File: config.mk
export PLATFORM = sky130hd
export DESIGN_NAME = l1c_axi_master_bridge_flat
export DESIGN_NICKNAME = d
export VERILOG_FILES = /design/src/rtl/l1c_axi_master_bridge_if.sv /design/src/rtl/l1c_axi_master_bridge.sv /design/src/flat_wrapper.sv
export SDC_FILE = /design/constraint.sdc
export NUM_CORES = 1
export LEC_CHECK = 0
export CORE_UTILIZATION = 38
export DETAILED_ROUTE_END_ITERATION = 12
export PLACE_DENSITY = 0.86
export SYNTH_ARGS = -nofsm -noshare
export SYNTH_HDL_FRONTEND = slang
export SYNTH_SLANG_ARGS = --single-unit
File: constraint.sdc
create_clock -name clk -period 1.8 [get_ports clk]
set_input_delay 0.18 -clock clk [delete_from_list [all_inputs] [get_ports clk]]
set_output_delay 0.18 -clock clk [all_outputs]
set_load 0.1 [all_outputs]
File: src/rtl/l1c_axi_master_bridge_if.sv
// rtl/l1c_axi_master_bridge_if.sv - AXI4 channel bundle between the L1 cache bridge and memory
interface l1c_axi_master_bridge_if;
  // Read address channel
  logic [3:0]  arid;
  logic [31:0] araddr;
  logic [3:0]  arlen;
  logic [2:0]  arsize;
  logic [1:0]  arburst;
  logic        arvalid;
  logic        arready;
  // Read data channel
  logic [3:0]  rid;
  logic [31:0] rdata;
  logic [1:0]  rresp;
  logic        rlast;
  logic        rvalid;
  logic        rready;
  // Write address channel
  logic [3:0]  awid;
  logic [31:0] awaddr;
  logic [3:0]  awlen;
  logic [2:0]  awsize;
  logic [1:0]  awburst;
  logic        awvalid;
  logic        awready;
  // Write data channel
  logic [31:0] wdata;
  logic [3:0]  wstrb;
  logic        wlast;
  logic        wvalid;
  logic        wready;
  // Write response channel
  logic [3:0]  bid;
  logic [1:0]  bresp;
  logic        bvalid;
  logic        bready;

  modport master (
    output arid, araddr, arlen, arsize, arburst, arvalid,
    input  arready,
    input  rid, rdata, rresp, rlast, rvalid,
    output rready,
    output awid, awaddr, awlen, awsize, awburst, awvalid,
    input  awready,
    output wdata, wstrb, wlast, wvalid,
    input  wready,
    input  bid, bresp, bvalid,
    output bready
  );

  modport slave (
    input  arid, araddr, arlen, arsize, arburst, arvalid,
    output arready,
    output rid, rdata, rresp, rlast, rvalid,
    input  rready,
    input  awid, awaddr, awlen, awsize, awburst, awvalid,
    output awready,
    input  wdata, wstrb, wlast, wvalid,
    output wready,
    output bid, bresp, bvalid,
    input  bready
  );
endinterface

File: src/rtl/l1c_axi_master_bridge.sv
// rtl/l1c_axi_master_bridge.sv - L1 cache D_req/D_wait to single-outstanding AXI4 master bridge
module l1c_axi_master_bridge #(
  parameter logic [3:0] ID_VAL     = 4'h0,
  parameter int         LINE_BEATS = 4
) (
  input  logic        clk,
  input  logic        rst,
  input  logic        D_req,
  input  logic [31:0] D_addr,
  input  logic        D_write,
  input  logic [31:0] D_in,
  input  logic [2:0]  D_type,
  output logic [31:0] D_out,
  output logic        D_wait,
  output logic        D_beat_valid,
  output logic        D_err,
  l1c_axi_master_bridge_if.master axi
);

  localparam logic [2:0] TYPE_LINE  = 3'b011;
  localparam logic [3:0] LINE_ARLEN = 4'(LINE_BEATS - 1);
  localparam logic [7:0] LINE_CNT   = 8'(LINE_BEATS);

  typedef enum logic [2:0] {
    ST_IDLE,
    ST_RADDR,
    ST_RDATA,
    ST_WADDR,
    ST_WRESP,
    ST_DONE
  } state_t;

  state_t      state_q, state_d;
  logic [31:0] addr_q, addr_d;
  logic [31:0] data_q, data_d;
  logic [2:0]  type_q, type_d;
  logic [31:0] d_out_q, d_out_d;
  logic        beat_valid_q, beat_valid_d;
  logic        err_q, err_d;
  logic [7:0]  cnt_q, cnt_d;
  logic        aw_done_q, aw_done_d;
  logic        w_done_q, w_done_d;

  logic        is_line;
  logic [7:0]  exp_beats;
  logic [3:0]  wstrb_c;

  // IDs are single-valued, so returned RID/BID carry no information
  logic unused_ids;
  assign unused_ids = ^{axi.rid, axi.bid};

  assign is_line   = (type_q == TYPE_LINE);
  assign exp_beats = is_line ? LINE_CNT : 8'd1;

  // Byte-lane strobe from captured access size and address offset
  always_comb begin
    wstrb_c = 4'b1111;
    case (type_q[1:0])
      2'b00:   wstrb_c = 4'b0001 << addr_q[1:0];
      2'b01:   wstrb_c = 4'b0011 << {addr_q[1], 1'b0};
      default: wstrb_c = 4'b1111;
    endcase
  end

  // Next-state, captured-request updates and AXI/cache-side outputs
  always_comb begin
    state_d      = state_q;
    addr_d       = addr_q;
    data_d       = data_q;
    type_d       = type_q;
    d_out_d      = d_out_q;
    beat_valid_d = 1'b0;
    err_d        = err_q;
    cnt_d        = cnt_q;
    aw_done_d    = aw_done_q;
    w_done_d     = w_done_q;

    axi.arid    = ID_VAL;
    axi.araddr  = is_line ? {addr_q[31:4], 4'b0000} : addr_q;
    axi.arlen   = is_line ? LINE_ARLEN : 4'd0;
    axi.arsize  = 3'b010;
    axi.arburst = 2'b01;
    axi.arvalid = 1'b0;
    axi.rready  = 1'b0;
    axi.awid    = ID_VAL;
    axi.awaddr  = addr_q;
    axi.awlen   = 4'd0;
    axi.awsize  = 3'b010;
    axi.awburst = 2'b01;
    axi.awvalid = 1'b0;
    axi.wdata   = data_q << {addr_q[1:0], 3'b000};
    axi.wstrb   = wstrb_c;
    axi.wlast   = 1'b1;
    axi.wvalid  = 1'b0;
    axi.bready  = 1'b0;

    D_wait = (state_q != ST_DONE);

    case (state_q)
      ST_IDLE: begin
        D_wait = D_req;
        if (D_req) begin
          addr_d    = D_addr;
          data_d    = D_in;
          type_d    = D_type;
          err_d     = 1'b0;
          cnt_d     = 8'd0;
          aw_done_d = 1'b0;
          w_done_d  = 1'b0;
          if (!D_write) begin
            state_d = ST_RADDR;
          end else if (D_type == TYPE_LINE) begin
            // Line writes are not supported by the cache protocol: fail without touching AXI
            err_d   = 1'b1;
            state_d = ST_DONE;
          end else begin
            state_d = ST_WADDR;
          end
        end
      end
      ST_RADDR: begin
        axi.arvalid = 1'b1;
        if (axi.arready) state_d = ST_RDATA;
      end
      ST_RDATA: begin
        axi.rready = 1'b1;
        if (axi.rvalid) begin
          beat_valid_d = 1'b1;
          d_out_d      = axi.rdata;
          cnt_d        = cnt_q + 8'd1;
          if (axi.rresp != 2'b00) err_d = 1'b1;
          if (axi.rlast) begin
            if (cnt_d != exp_beats) err_d = 1'b1;
            state_d = ST_DONE;
          end
        end
      end
      ST_WADDR: begin
        axi.awvalid = !aw_done_q;
        axi.wvalid  = !w_done_q;
        aw_done_d   = aw_done_q | (axi.awvalid & axi.awready);
        w_done_d    = w_done_q  | (axi.wvalid & axi.wready);
        if (aw_done_d && w_done_d) state_d = ST_WRESP;
      end
      ST_WRESP: begin
        axi.bready = 1'b1;
        if (axi.bvalid) begin
          if (axi.bresp != 2'b00) err_d = 1'b1;
          state_d = ST_DONE;
        end
      end
      ST_DONE: begin
        state_d = ST_IDLE;
      end
      default: begin
        state_d = ST_IDLE;
      end
    endcase

    D_out        = d_out_q;
    D_beat_valid = beat_valid_q;
    D_err        = (state_q == ST_DONE) && err_q;
  end

  // State and captured-request registers with synchronous reset
  always_ff @(posedge clk) begin
    if (rst) begin
      state_q      <= ST_IDLE;
      addr_q       <= 32'd0;
      data_q       <= 32'd0;
      type_q       <= 3'd0;
      d_out_q      <= 32'd0;
      beat_valid_q <= 1'b0;
      err_q        <= 1'b0;
      cnt_q        <= 8'd0;
      aw_done_q    <= 1'b0;
      w_done_q     <= 1'b0;
    end else begin
      state_q      <= state_d;
      addr_q       <= addr_d;
      data_q       <= data_d;
      type_q       <= type_d;
      d_out_q      <= d_out_d;
      beat_valid_q <= beat_valid_d;
      err_q        <= err_d;
      cnt_q        <= cnt_d;
      aw_done_q    <= aw_done_d;
      w_done_q     <= w_done_d;
    end
  end

endmodule

File: src/flat_wrapper.sv
// flat-port wrapper written by rule: the top's interface ports become plain ports
module l1c_axi_master_bridge_flat 
#(
  parameter logic [3:0] ID_VAL     = 4'h0,
  parameter int         LINE_BEATS = 4
)
  (clk, rst, D_req, D_addr, D_write, D_in, D_type, D_out, D_wait, D_beat_valid, D_err, axi_arid, axi_araddr, axi_arlen, axi_arsize, axi_arburst, axi_arvalid, axi_arready, axi_rid, axi_rdata, axi_rresp, axi_rlast, axi_rvalid, axi_rready, axi_awid, axi_awaddr, axi_awlen, axi_awsize, axi_awburst, axi_awvalid, axi_awready, axi_wdata, axi_wstrb, axi_wlast, axi_wvalid, axi_wready, axi_bid, axi_bresp, axi_bvalid, axi_bready);
  l1c_axi_master_bridge_if axi_i ();
  input  logic clk;
  input  logic rst;
  input  logic D_req;
  input  logic [31:0] D_addr;
  input  logic D_write;
  input  logic [31:0] D_in;
  input  logic [2:0] D_type;
  output logic [31:0] D_out;
  output logic D_wait;
  output logic D_beat_valid;
  output logic D_err;
  output wire logic [$bits(axi_i.arid)-1:0] axi_arid;
  output wire logic [$bits(axi_i.araddr)-1:0] axi_araddr;
  output wire logic [$bits(axi_i.arlen)-1:0] axi_arlen;
  output wire logic [$bits(axi_i.arsize)-1:0] axi_arsize;
  output wire logic [$bits(axi_i.arburst)-1:0] axi_arburst;
  output wire logic [$bits(axi_i.arvalid)-1:0] axi_arvalid;
  input wire logic [$bits(axi_i.arready)-1:0] axi_arready;
  input wire logic [$bits(axi_i.rid)-1:0] axi_rid;
  input wire logic [$bits(axi_i.rdata)-1:0] axi_rdata;
  input wire logic [$bits(axi_i.rresp)-1:0] axi_rresp;
  input wire logic [$bits(axi_i.rlast)-1:0] axi_rlast;
  input wire logic [$bits(axi_i.rvalid)-1:0] axi_rvalid;
  output wire logic [$bits(axi_i.rready)-1:0] axi_rready;
  output wire logic [$bits(axi_i.awid)-1:0] axi_awid;
  output wire logic [$bits(axi_i.awaddr)-1:0] axi_awaddr;
  output wire logic [$bits(axi_i.awlen)-1:0] axi_awlen;
  output wire logic [$bits(axi_i.awsize)-1:0] axi_awsize;
  output wire logic [$bits(axi_i.awburst)-1:0] axi_awburst;
  output wire logic [$bits(axi_i.awvalid)-1:0] axi_awvalid;
  input wire logic [$bits(axi_i.awready)-1:0] axi_awready;
  output wire logic [$bits(axi_i.wdata)-1:0] axi_wdata;
  output wire logic [$bits(axi_i.wstrb)-1:0] axi_wstrb;
  output wire logic [$bits(axi_i.wlast)-1:0] axi_wlast;
  output wire logic [$bits(axi_i.wvalid)-1:0] axi_wvalid;
  input wire logic [$bits(axi_i.wready)-1:0] axi_wready;
  input wire logic [$bits(axi_i.bid)-1:0] axi_bid;
  input wire logic [$bits(axi_i.bresp)-1:0] axi_bresp;
  input wire logic [$bits(axi_i.bvalid)-1:0] axi_bvalid;
  output wire logic [$bits(axi_i.bready)-1:0] axi_bready;
  assign axi_arid = axi_i.arid;
  assign axi_araddr = axi_i.araddr;
  assign axi_arlen = axi_i.arlen;
  assign axi_arsize = axi_i.arsize;
  assign axi_arburst = axi_i.arburst;
  assign axi_arvalid = axi_i.arvalid;
  assign axi_i.arready = axi_arready;
  assign axi_i.rid = axi_rid;
  assign axi_i.rdata = axi_rdata;
  assign axi_i.rresp = axi_rresp;
  assign axi_i.rlast = axi_rlast;
  assign axi_i.rvalid = axi_rvalid;
  assign axi_rready = axi_i.rready;
  assign axi_awid = axi_i.awid;
  assign axi_awaddr = axi_i.awaddr;
  assign axi_awlen = axi_i.awlen;
  assign axi_awsize = axi_i.awsize;
  assign axi_awburst = axi_i.awburst;
  assign axi_awvalid = axi_i.awvalid;
  assign axi_i.awready = axi_awready;
  assign axi_wdata = axi_i.wdata;
  assign axi_wstrb = axi_i.wstrb;
  assign axi_wlast = axi_i.wlast;
  assign axi_wvalid = axi_i.wvalid;
  assign axi_i.wready = axi_wready;
  assign axi_i.bid = axi_bid;
  assign axi_i.bresp = axi_bresp;
  assign axi_i.bvalid = axi_bvalid;
  assign axi_bready = axi_i.bready;
  l1c_axi_master_bridge #(.ID_VAL(ID_VAL), .LINE_BEATS(LINE_BEATS)) u_core (.clk(clk), .rst(rst), .D_req(D_req), .D_addr(D_addr), .D_write(D_write), .D_in(D_in), .D_type(D_type), .D_out(D_out), .D_wait(D_wait), .D_beat_valid(D_beat_valid), .D_err(D_err), .axi(axi_i));
endmodule
==> flow_summary_export.csv, run 1 <==
group,metric,value,unit
run_status,status,"finished, violations left",
run_status,violations,"setup timing",
logic_synthesis,ys_types,47,
layout,final_cell_mix,"nand2_1, buf_4, clkdlybuf4s50_1, dfxtp_1, a21oi_1",
place,place_hpwl,11.9,mm
place,finalWeightedCongestion,0.864,
logic_synthesis,synth_top_area_share,0.428,
timing,period_share,1.04,
timing,finalSetupViolations,17,
floorplan,dieHeight,120,um
layout,syn_to_final_growth,79.9,%
timing,hold_violations,0,
route,routed_wl,18.6,mm
cts,cts_buffers,17,
cts,tritoncts,"built",
setup_path,worstSetupPathType,"flop to output pin",
route,wl_per_cell,16.3,um
layout,final_common_cell,"nand2_1",
layout,fin_util,0.712,
power_and_ir_drop,power.density,1730,nW/um^2
power_and_ir_drop,p_leak,3.77,nW
route,drt_iter0_markers,438,
logic_synthesis,ys_seq_area_frac,0.428,
cts,cts_hold_buffers,0,
route,dr.pass1.iters,5,
power_and_ir_drop,vdd_drop_max,0.000748,V
global_route,grt-ovfl-total,0,
logic_synthesis,yosys-top-cells-area,"dfxtp_1, nand2_1, a21oi_1",
global_route,antenna_found_initial,0,
timing,tightest_slew,0.687,ns
setup_path,worstPathMaxFanout,8,
logic_synthesis,synthFlopType,"dfxtp_1",
setup_path,critPathMaxStageDelay,0.41,ns
route,drc,0,
place,dp_slack,-0.291,ns
timing,slew_viol_final,0,
logic_synthesis,yosys_warnings,0,
cts,cts-root-buf,"clkbuf_16",
route,vias_per_cell,5.06,
route,vias,5773,
logic_synthesis,synth-seq-cells,114,
timing,slew_headroom,0.542,
logic_synthesis,syn-cell-area,5330,sq um
timing,min_period,1.87,ns
timing,rsz0062_at_grt,"true",
floorplan,initial_core_util,0.396,
setup_path,startpoint_type,"flop",
logic_synthesis,yosysTopAreaCell,"dfxtp_1",
setup_path,worstPathArrival,1.69,ns
global_route,grt_start_max_net_pins,64,
cts,clkLatencyLatePin,0.41,ns
global_route,grt_pass1_wl,27.8,mm
logic_synthesis,syn_area_per_cell,7.49,sq um
min_path,hold_class,"input pin to flop",
layout,fin_nets,1075,
place,io_buffers,254,
global_route,grt_pass1_vias,5580,
setup_path,critPathSlowestCell,"dfxtp_4",
setup_path,required,1.62,ns
floorplan,core-area,13500,sq um
floorplan,dieWidth,120,um
global_route,grt_use_total,0.242,
job,maxCapViolCount,0,
cts,clk_pin_slew,0.06,ns
timing,max_freq,0.536,GHz
setup_path,path_cells,"bufbuf_16, nor2b_2, a211oi_2, a21oi_4, buf_12",
layout,final_cells,1142,
layout,fill_cells,905,
layout,diodes,0,
timing,fin_setup_tns,-0.516,ns
place,dp_cells,1096,
layout,drive_gt1_frac,0.331,
logic_synthesis,async_flop_share,0,
timing,fin_ws,-0.0654,ns
route,antenna_left,0,
cts,clock_path_buffers,2,
logic_synthesis,syn_inst,711,
timing,hold_ws,0.285,ns
cts,clkSinkCount,114,
setup_path,end_kind,"output pin",
cts,htreeDepth,4,
floorplan,die_area,14500,sq um
timing,final.setup_skew,0.00804,ns
floorplan,ioPinCount,288,
floorplan,fp-row-count,42,
logic_synthesis,synth-edff-count,0,
per-stage QoR:
stage / area (sq um) / power, mW
4_1_cts: 9400 / 16.3
2_1_floorplan: 5910 / 10.3
3_5_place_dp: 8580 / 12.9
5_1_grt: 9580 / 17.2
3_3_place_gp: 8580 / 12.7
6_report: 9580 / 16.6
layout make-up:
type,instances,area (sq um),area share
timing repair buffer,304,3340,0.349
multi-input combinational,511,3130,0.327
sequential,114,2290,0.239
clock buffer,20,457,0.0477
tap,176,220,0.0230
clock inverter,12,109,0.0114
inverter,5,26.3,0.00274
flip-flops by register name, indices dropped and copies added, names as in the netlist:
signal,count
u_core.D_out,32
u_core.D_beat_valid,1
u_core.axi.awaddr,32
u_core.aw_done_q,1
u_core.type_q,3
u_core.err_q,1
u_core.w_done_q,1
u_core.data_q,32
u_core.state_q,3
u_core.cnt_q,8
layer usage:
| layer | routed length (um) | GRT usage |
|---|---|---|
| met1 | 7190 | 0.284 |
| met2 | 9550 | 0.419 |
| met3 | 1480 | 0.0717 |
| met4 | 420 | 0.0787 |
| met5 | 0 | 0 |
power by group:
group | internal (mW) | switching [mW] | total, mW
Combinational | 3.06 | 6.99 | 10.0
Sequential | 2.94 | 0.422 | 3.36
Clock | 1.97 | 1.20 | 3.16
Total | 7.97 | 8.61 | 16.6
synth_stat cells, types with 6 or more instances:
| cell | instances |
|---|---|
| a211oi_1 | 8 |
| a21oi_1 | 115 |
| and2_1 | 12 |
| buf_2 | 10 |
| buf_4 | 55 |
| clkbuf_1 | 38 |
| dfxtp_1 | 114 |
| mux2i_1 | 17 |
| nand2_1 | 216 |
| nand3_1 | 6 |
| nor2_1 | 32 |
| nor2b_1 | 13 |
| o21ai_0 | 17 |
repair_timing:
item / 4_1_cts / 5_1_grt
pin swaps: 4 / 3
buffers inserted: 10 / 3
hold endpoints to repair: 0 / 0
gates resized for setup: 25 / 39
cloned: 1 / 0
endpoints found under the setup margin: 35 / 35
worst paths after layout:
path	from	end	slack, ns	cells after the start
worst max-delay path	u_core.axi.awaddr[1]	axi_wdata[24]	-0.07	5
worst min-delay path	rst	u_core.axi.awaddr[30]	0.28	2
worst max register to register	u_core.cnt_q[1]	u_core.err_q	0.12	5
worst min register to register	u_core.data_q[25]	u_core.data_q[25]	0.45	2
kinds of logic after synthesis:
group | Yosys count | synth area share
AOI/OAI and AO/OA | 162 | 0.170
xor gates and xnor gates | 4 | 0.00658
other | 2 | 0.00141
adders and majority gates | 1 | 0.00235
DFF | 114 | 0.428
and+or+nand+nor | 301 | 0.239
muxes | 18 | 0.0341
buffers and inverters | 109 | 0.118
worst max-delay path: cells and delay by family, from the launching register on:
kind,cells,cell delay [ns]
AO/OA/AOI/OAI,2,0.33
AND/OR/NAND/NOR,1,0.05
flip-flops,1,0.41
buffers and inverters,2,0.48
No activity file was read; power rests on OpenSTA's default activity.
==> run 2: changes to the inputs <==
--- a/config.mk
+++ b/config.mk
@@ -5,6 +5,7 @@
 export SDC_FILE = /design/constraint.sdc
 export NUM_CORES = 1
 export LEC_CHECK = 0
+export CAP_MARGIN = 20
 export CORE_UTILIZATION = 38
 export DETAILED_ROUTE_END_ITERATION = 12
 export PLACE_DENSITY = 0.86
==> results of run 2 <==
Same layout as run 1: the final DEF is identical, and so are final timing and power.
==> run 3: changes to the inputs <==
==> constraint.sdc (replaced) <==
create_clock -name clk -period 2.32 [get_ports clk]
set_input_delay 0.232 -clock clk [delete_from_list [all_inputs] [get_ports clk]]
set_output_delay 0.232 -clock clk [all_outputs]
set_load 0.1 [all_outputs]
==> flow_summary_export.csv, run 3 (same netlist as run 1, synthesis figures left out) <==
group,metric,value,unit
power_and_ir_drop,p_leak,3.55,nW
route,vias_per_cell,4.91,
setup_path,critPathBufInv,2,
timing,final.setup_skew,0.00763,ns
cts,tritoncts,"built",
cts,clk_pin_slew,0.05,ns
global_route,grt.busiest_layer,"met2",
layout,final_common_cell,"nand2_1",
timing,max_freq,0.451,GHz
setup_path,path_delay_family,"flip-flops",
global_route,grt_use_total,0.228,
global_route,use_met1,0.261,
cts,clock_path_buffers,2,
floorplan,dieWidth,120,um
setup_path,startpoint_type,"flop",
power_and_ir_drop,power.density,1380,nW/um^2
route,routed_wl,16.5,mm
route,vias,5466,
setup_path,worstPathMaxFanout,24,
timing,rsz0062_at_grt,"false",
cts,clkLatencyLatePin,0.41,ns
global_route,grt-ovfl-total,0,
route,drc,0,
route,drt_iter0_markers,256,
timing,hold_ws,0.255,ns
cts,clkSinkCount,114,
timing,finalSetupViolations,0,
setup_path,path_common_cell,"buf_12",
cts,htreeDepth,4,
layout,drive_gt1_frac,0.252,
layout,final_cell_mix,"nand2_1, clkdlybuf4s50_1, buf_4, dfxtp_1, a21oi_1",
floorplan,initial_core_util,0.396,
floorplan,core-area,13500,sq um
cts,cts_setup_buffers,0,
timing,slew_viol_final,0,
job,maxCapViolCount,0,
place,place_hpwl,12.1,mm
setup_path,worstPathArrival,1.98,ns
timing,hold_violations,0,
floorplan,dieHeight,120,um
setup_path,reg2reg_setup_slack,0.45,ns
layout,diodes,0,
route,wl_per_cell,14.8,um
timing,min_period,2.22,ns
setup_path,end_kind,"output pin",
cts,cts_buffers,17,
floorplan,ioPinCount,288,
min_path,hold_class,"input pin to flop",
floorplan,die_area,14500,sq um
timing,slew_headroom,0.604,
global_route,grt_pass1_wl,26.1,mm
setup_path,worstSetupPathType,"flop to output pin",
global_route,use_met3,0.0651,
global_route,met2_usage,0.404,
cts,cts_hold_buffers,0,
run_status,status,"completed",
place,io_buffers,254,
power_and_ir_drop,vdd_drop_max,0.000610,V
layout,fin_util,0.665,
layout,fin_area,8950,sq um
timing,period_share,0.955,
setup_path,critPathSlowestCell,"dfxtp_2",
floorplan,fp-row-count,42,
setup_path,critPathMaxStageDelay,0.51,ns
setup_path,path_cells,"buf_12, mux2i_1, a21oi_4, buf_12",
setup_path,required,2.09,ns
global_route,grt_pass1_vias,5363,
place,finalWeightedCongestion,0.823,
cts,cts-root-buf,"clkbuf_16",
timing,tightest_slew,0.594,ns
global_route,grt_start_max_net_pins,58,
route,antenna_left,0,
place,place_area,8360,sq um
layout,syn_to_final_growth,68.0,%
layout,fin_nets,1046,
route,dr.pass1.iters,7,
global_route,antenna_found_initial,0,
==> run 3: through the flow <==
stage	setup TNS, ns	std cells	power (mW)	setup slack [ns]
after floorplan	-0.457	734	7.87	-0.229
after global placement	0	1081	9.71	0.213
after detailed placement	0	1081	9.81	0.167
after CTS	0	1113	12.4	0.0838
after global routing	0	1113	12.8	0.0297
final	0	1113	12.3	0.104
==> run 3: path summary, 6_finish.rpt <==
check	start	endpoint	depth (start not counted)
max	u_core.axi.awaddr[1]	axi_wdata[30]	4
min	rst	u_core.cnt_q[0]	2
max reg2reg	u_core.state_q[1]	u_core.err_q	5
min reg2reg	u_core.data_q[28]	u_core.data_q[28]	2
==> run 3: report_power, final <==
part	switching (mW)	total (mW)	internal, mW
clock network	0.888	2.57	1.69
logic	5.17	7.19	2.02
registers	0.294	2.58	2.28
total	6.36	12.3	5.98
==> run 3: timing repair <==
| item | CTS | global route |
|---|---|---|
| hold endpoints to repair | 0 | 0 |
| endpoints found under the setup margin | 0 | 2 |
| gates resized for setup | 0 | 1 |
==> run 3: final cells by class <==
class | instances | area (sq um)
Clock buffer | 23 | 488
Sequential cell | 114 | 2290
Inverter | 5 | 18.8
Clock inverter | 9 | 104
Multi-Input combinational cell | 511 | 2830
Fill cell | 1060 | 4500
Tap cell | 176 | 220
Timing Repair Buffer | 275 | 3010
==> run 3: per-layer routing <==
layer	routed length, um	share of wire
met1	6690	0.41
met2	8430	0.51
met5	0	0
met3	1150	0.069
met4	227	0.014
